$ cat config.mk
export PLATFORM = sky130hd
export DESIGN_NAME = seg7_scan_driver
export DESIGN_NICKNAME = d
export VERILOG_FILES = /design/src/rtl/seg7_scan_driver.sv
export SDC_FILE = /design/constraint.sdc
export NUM_CORES = 1
export LEC_CHECK = 0
export CORE_ASPECT_RATIO = 1.4
export CORE_MARGIN = 1
export CORE_UTILIZATION = 41
export DETAILED_ROUTE_END_ITERATION = 16
export GPL_TIMING_DRIVEN = 1
export PLACE_DENSITY = 0.62
export SYNTH_ARGS = -nofsm -noshare
export SYNTH_HDL_FRONTEND = slang
export SYNTH_SLANG_ARGS = --single-unit
$ cat constraint.sdc
create_clock -name clk -period 5.8 [get_ports clk]
set_input_delay 1.16 -clock clk [delete_from_list [all_inputs] [get_ports clk]]
set_output_delay 1.16 -clock clk [all_outputs]
set_load 0.01 [all_outputs]
$ cat src/rtl/seg7_scan_driver.sv
// seg7_scan_driver: time-multiplexed common-anode 7-segment driver with snapshot, LZ blanking and dead time
module seg7_scan_driver #(
    parameter int NUM_DIGITS  = 4,
    parameter int REFRESH_DIV = 100000,
    parameter int HEX_MODE    = 0,
    parameter int LZ_BLANK    = 1
) (
    input  logic                    clk,
    input  logic                    rst,
    input  logic                    enable,
    input  logic                    update,
    input  logic [4*NUM_DIGITS-1:0] digits_in,
    input  logic [NUM_DIGITS-1:0]   dp_in,
    input  logic [NUM_DIGITS-1:0]   blank_in,
    output logic [6:0]              seg,
    output logic                    dp,
    output logic [NUM_DIGITS-1:0]   an,
    output logic [(NUM_DIGITS > 1 ? $clog2(NUM_DIGITS) : 1)-1:0] scan_idx
);
    localparam int IW = NUM_DIGITS > 1 ? $clog2(NUM_DIGITS) : 1;
    localparam int CW = $clog2(REFRESH_DIV);

    logic [4*NUM_DIGITS-1:0] digits_q;
    logic [NUM_DIGITS-1:0]   dp_q, blank_q, an_q, an_d;
    logic [CW-1:0]           cnt_q, cnt_d;
    logic [IW-1:0]           idx_q, idx_d, sidx_q, sidx_d;
    logic [6:0]              seg_q, seg_d, glyph;
    logic                    dpo_q, dpo_d, tick, dark, zero_above, lz, blk, dpr;
    logic [3:0]              nib;

    function automatic logic [6:0] decode(input logic [3:0] n);
        case (n)
            4'h0: decode = 7'b0000001;
            4'h1: decode = 7'b1001111;
            4'h2: decode = 7'b0010010;
            4'h3: decode = 7'b0000110;
            4'h4: decode = 7'b1001100;
            4'h5: decode = 7'b0100100;
            4'h6: decode = 7'b0100000;
            4'h7: decode = 7'b0001111;
            4'h8: decode = 7'b0000000;
            4'h9: decode = 7'b0000100;
            4'hA: decode = HEX_MODE != 0 ? 7'b0001000 : 7'h7F;
            4'hB: decode = HEX_MODE != 0 ? 7'b1100000 : 7'h7F;
            4'hC: decode = HEX_MODE != 0 ? 7'b0110001 : 7'h7F;
            4'hD: decode = HEX_MODE != 0 ? 7'b1000010 : 7'h7F;
            4'hE: decode = HEX_MODE != 0 ? 7'b0110000 : 7'h7F;
            default: decode = HEX_MODE != 0 ? 7'b0111000 : 7'h7F;
        endcase
    endfunction

    always_comb begin
        tick  = cnt_q == CW'(REFRESH_DIV - 1);
        cnt_d = !enable || tick ? '0 : cnt_q + CW'(1);
        idx_d = !enable ? '0 : !tick ? idx_q : idx_q == IW'(NUM_DIGITS - 1) ? '0 : idx_q + IW'(1);
        nib = '0;
        dpr = 1'b0;
        blk = 1'b0;
        lz = 1'b0;
        zero_above = 1'b1;
        // walk from the most significant digit so zero_above covers this digit and all higher ones
        for (int i = NUM_DIGITS - 1; i >= 0; i--) begin
            zero_above = zero_above && digits_q[4*i +: 4] == 4'd0;
            if (idx_q == IW'(i)) begin
                nib = digits_q[4*i +: 4];
                dpr = dp_q[i];
                blk = blank_q[i];
                lz  = zero_above && i != 0;
            end
        end
        glyph  = decode(nib);
        dark   = !enable || cnt_q == '0;
        seg_d  = dark || blk || (LZ_BLANK != 0 && lz) ? 7'h7F : glyph;
        dpo_d  = dark || blk || !dpr;
        an_d   = dark ? '1 : ~(NUM_DIGITS'(1) << idx_q);
        sidx_d = enable ? idx_q : '0;
    end

    always_ff @(posedge clk) begin
        if (rst) begin
            digits_q <= '0;
            dp_q     <= '0;
            blank_q  <= '0;
            cnt_q    <= '0;
            idx_q    <= '0;
            seg_q    <= 7'h7F;
            dpo_q    <= 1'b1;
            an_q     <= '1;
            sidx_q   <= '0;
        end else begin
            if (update) begin
                digits_q <= digits_in;
                dp_q     <= dp_in;
                blank_q  <= blank_in;
            end
            cnt_q  <= cnt_d;
            idx_q  <= idx_d;
            seg_q  <= seg_d;
            dpo_q  <= dpo_d;
            an_q   <= an_d;
            sidx_q <= sidx_d;
        end
    end

    assign seg      = seg_q;
    assign dp       = dpo_q;
    assign an       = an_q;
    assign scan_idx = sidx_q;
endmodule

# Yosys cells after proc, flatten, opt, wreduce, memory -nomap -nowiden

Memories as Yosys holds them, arrays and structs flattened. A register that Yosys moved wholly into a read port is not among the register bits.
Index checks and enable logic that the tools add are counted.

Memory bits (writable): 0
Bits of input ports: 28
Output and inout bits: 14
Logic and storage cells: 53
Memories kept: 1
Memory bits (read-only): 112
Register bits after elaboration: 50
Bits in latches: 0

Div/mod/pow operators: 0
$add $sub $neg: 2
Muxes and demuxes: 17
Shift operators: 1
Equal/unequal tests: 4
Bitwise gates (word level): 2
Reduce and logical (&&, ||, !) cells: 18
$lt $le $gt $ge: 0
$mul: 0

Memory list:

| name            | words | width | read ports | clocked after memory_dff | wr ports | RTL line | text |
|---|---|---|---|---|---|---|---|
| (no name shown) | 16    | 7     | 1          | 1                        | 0        | 32       | `case (n)` |

Operators by type and width:

| cell                                            | count |
|---|---|
| adder 17 x 1 -> 17 bit, second input constant   | 1 |
| == test 17 bit, second input constant           | 1 |
| logical NOT 17 bit                              | 1 |
| 2-to-1 mux 4 bit                                | 4 |
| logical NOT 4 bit                               | 3 |
| 2-to-1 mux 1 bit                                | 12 |
| OR reduction 2 bit                              | 4 |
| logical OR 1 bit                                | 5 |
| == test 2 bit, second input constant            | 2 |
| NOT 4 bit                                       | 1 |
| left shift 1 x 2 -> 4 bit, first input constant | 1 |
| adder 2 x 1 -> 2 bit, second input constant     | 1 |
| == test 2 x 1 -> 1 bit, second input constant   | 1 |
| logical AND 1 bit                               | 2 |
| logical NOT 1 bit                               | 2 |
| logical NOT 2 bit                               | 1 |
| 2-to-1 mux 2 bit                                | 1 |
| NOT 1 bit                                       | 1 |

# Depth between registers and ports, before layout

Word-level depth: 8
Gate-level depth with buffers: 10
Mapped depth without buffers: 9

# Worst setup path after synthesis

OpenSTA, ideal clock, no wires.

Path kind: in2reg
From: input port rst
To: register seg_q[0] (netlist: seg[0])
Arrival time: 2.302 ns
Setup slack: 3.370 ns
Required time: 5.673 ns
Stages on the path: 5
Path buffers: 1
Library setup time: 0.127 ns
Cells stage by stage: clkbuf_1 nand2b_1 a211oi_1 nor3b_1 o21ai_1

Longest elaborated chain between the ends: 1

Ends and longest elaborated chain:

| what                                | RTL line | text |
|---|---|---|
| start, declared                     | 9        | `input logic rst,` |
| OR reduction 2 bit (no source line) | n/a      |  |
| end, declared                       | 27       | `logic [6:0] seg_q, seg_d, glyph;` |

No other way between the ends.
A chain may end at the register's enable or synchronous reset.

# Worst setup path after layout

Same ends and word-level chain as after synthesis.

==> results.md <==
- Clk_lat worst skew: roughly 0.34 ns
- Vias in the first global route: a little over 2000
- Synth area leaders: dfxtp_1 44%, mux2i_1 11%, nor2_1 7.2%
- Ports: 42
- WS Path Type: in2reg
- # H-tree levels: 3
- Post-synth top area share: 0.437
- Largest net degree at the start of global routing: 27
- First-pass GRT wire length: roughly 9800 um
- Final-report max-slew violation count: 0
- Final period demand of the worst path: 3.37 ns
- Via/cell ratio: a little over 5
- Post-route core utilization: 0.528
- Max Clk Rate: 297 MHz
- Core area: between 6000 and 7000 um^2
- CTS tree: yes
- Syn. warnings: 0
- Fin. Hold Viols: 0
- Final setup viols: 0
- Global placement routability congestion: just over 0.8
- CP Data Arrival Time: between 3 and 4 ns
- Final ANT Viol Nets: 0
- Delay-heaviest family, CP: buffers and inverters
- Synth Instances: between 200 and 300
- HPWL after detailed placement: between 4000 and 5000 um
- Clock Sinks: between 50 and 60
- Clock Tree Root: clkbuf_8
- Total gr overflow: 0
- Die area: between 6000 and 7000 um^2
- Hold Crit Class: reg2reg
- Most common cell after layout, fill and taps aside: dfxtp_1
- Total clock buffers created by CTS: 9
- Outcome: finished clean
- Initial Util: 0.423
- Starting DRT DRC Count: 65
- WHS: 0.490 ns
- CTS Hold Bufs: 0
- Number of max-cap violations: 0
- Die height: between 90 and 100 um
- Largest area contributor in the netlist: dfxtp_1
- Reg clk slew, reported paths: about 0.060 ns
- Syn Nets: approximately 320
- Post-CTS Setup Repair Bufs: 0
- Synth Area in Compound Gates: 0.0926
- #FFs+latches synth: 57
- Final wirelength: around 5800 um
- Post-Syn Area: around 2600 um^2
- Fraction of synthesized area in multiplexers: 0.107
- Worst-Margin Slew: ~0.98 ns
- Critical Path, Cell by Cell: clkdlybuf4s50_1 -> nand2b_1 -> a211oi_1 -> nor3b_1 -> o21ai_1
- Crit start category: input pin
- Finished Layout Cells: around 400
- Total power draw: approximately 0.85 mW
- Slowest cell on crit path: clkdlybuf4s50_1
- Initial antenna violation count: 0
- Die extent in x: 69.4 um
- Share of layout cells above drive strength 1: 0.0619
- Slew Limit Headroom: 0.345
- Std-Cell Rows: 34
- Via count: between 2000 and 2500
- Worst-path fanout max: 26
- GRT Util Overall: 0.192
- Share of the yosys chip area belonging to registers: 0.437
- Synth Flop Type: dfxtp_1
- IO buf count: slightly above 40
- WL per Instance: roughly 15 um
- PD cells: between 200 and 300 nW/um^2
- Xor and xnor area share after synthesis: 0.0537
- Main combinational cell family by area after synthesis: simple AND/OR/NAND/NOR gates
- Post-Synth Adder-Cell Area: 0.0576
- N_diodes: 0
- Most frequent cells in the layout: 57 x dfxtp_1, 50 x nor2_1, 41 x clkdlybuf4s50_1
- Clock Skews: between 0.008 and 0.009 ns
- Nets@finish: around 360
- Async S/R FF share, synth: 0
- CP max stage delay: 0.92 ns
- CP Buf/Inv Count: 1
- Simple-gate share of the synthesized area: 0.214
- # DRC: 0
- Placed Cells: 379
- Worst path required time: between 6 and 7 ns
- Clock tree buffer depth: 2
- Worst vdd ir: 0.166 mV
- Distinct cells, synth: 41
- Area Growth Syn to Fin: 24.7%
- Crit end category: flop
- Unrepaired setup endpoints after global routing: false
- Period utilisation layout: 0.581
- Syn avg cell area: 9.42 um^2
- Leak Pwr: roughly 1.2 nW
- DRT Pass-1 Iters: 4
- Post-synth EDFFs: 0
- # resized after CTS: 0
- Setup TNS: 0 ns
-- final timing paths --
| kind | from | endpoint | slack (ns) | cells after the start |
|---|---|---|---|---|
| setup / recovery | rst | seg[0] | 2.43 | 5 |
| hold / removal | cnt_q[0] | cnt_q[0] | 0.49 | 1 |
| setup reg to reg | idx_q[0] | seg[1] | 2.92 | 9 |
| hold reg to reg | cnt_q[0] | cnt_q[0] | 0.49 | 1 |
-- area by class of cell --
| cell class | instances | area (um^2) |
|---|---|---|
| multi-input cells | 196 | 1370 |
| fillers | 571 | 2910 |
| clock inverters | 3 | 40.0 |
| well taps | 72 | 90.1 |
| inverters | 12 | 45.0 |
| flip-flops and latches | 57 | 1140 |
| clock buffers | 13 | 149 |
| repair buffers | 42 | 418 |
-- metrics by stage --
stage | instance area (um^2) | setup slack [ns]
floorplan | 2610 | 3.37
global placement | 3070 | 2.17
detailed placement | 3070 | 2.11
CTS | 3250 | 2.45
global route | 3250 | 2.20
finish | 3250 | 2.43
-- kinds of logic after synthesis --
| group | count (synthesis) |
|---|---|
| buf+inv | 24 |
| mux | 28 |
| compound gates | 28 |
| xor+xnor | 16 |
| flops | 57 |
| fa+ha+maj | 12 |
| simple gates | 112 |
-- cell usage after synthesis (all sizes together) (6+ instances only) --
master  count
inv        12
xnor2       8
nand3b      7
a211oi      6
ha         12
mux2i      28
buf         7
xor2        8
dfxtp      57
nor2       50
nand2      15
-- metal layers --
layer | GRT usage | wire length, um | up-vias
li1 | - | - | 1037
met1 | 0.187 | 2220 | 963
met2 | 0.376 | 3240 | 32
met3 | 0.0477 | 166 | 11
met4 | 0.0935 | 125 | 0
met5 | 0 | 0 | -
-- flip-flops by register name, indices dropped and copies added, names as in the netlist --
name / cells
cnt_q: 17
an: 4
blank_q: 4
scan_idx: 2
dp: 1
digits_q: 16
seg: 7
dp_q: 4
idx_q: 2
-- power by group --
part	total, mW	leakage, nW	switching [mW]	internal, mW
logic	0.0743	0.684	0.0345	0.0398
registers	0.412	0.465	0.00833	0.404
clock network	0.360	0.0974	0.151	0.209
total	0.846	1.25	0.193	0.653
Note: power is estimated with default switching activity, not from simulation.
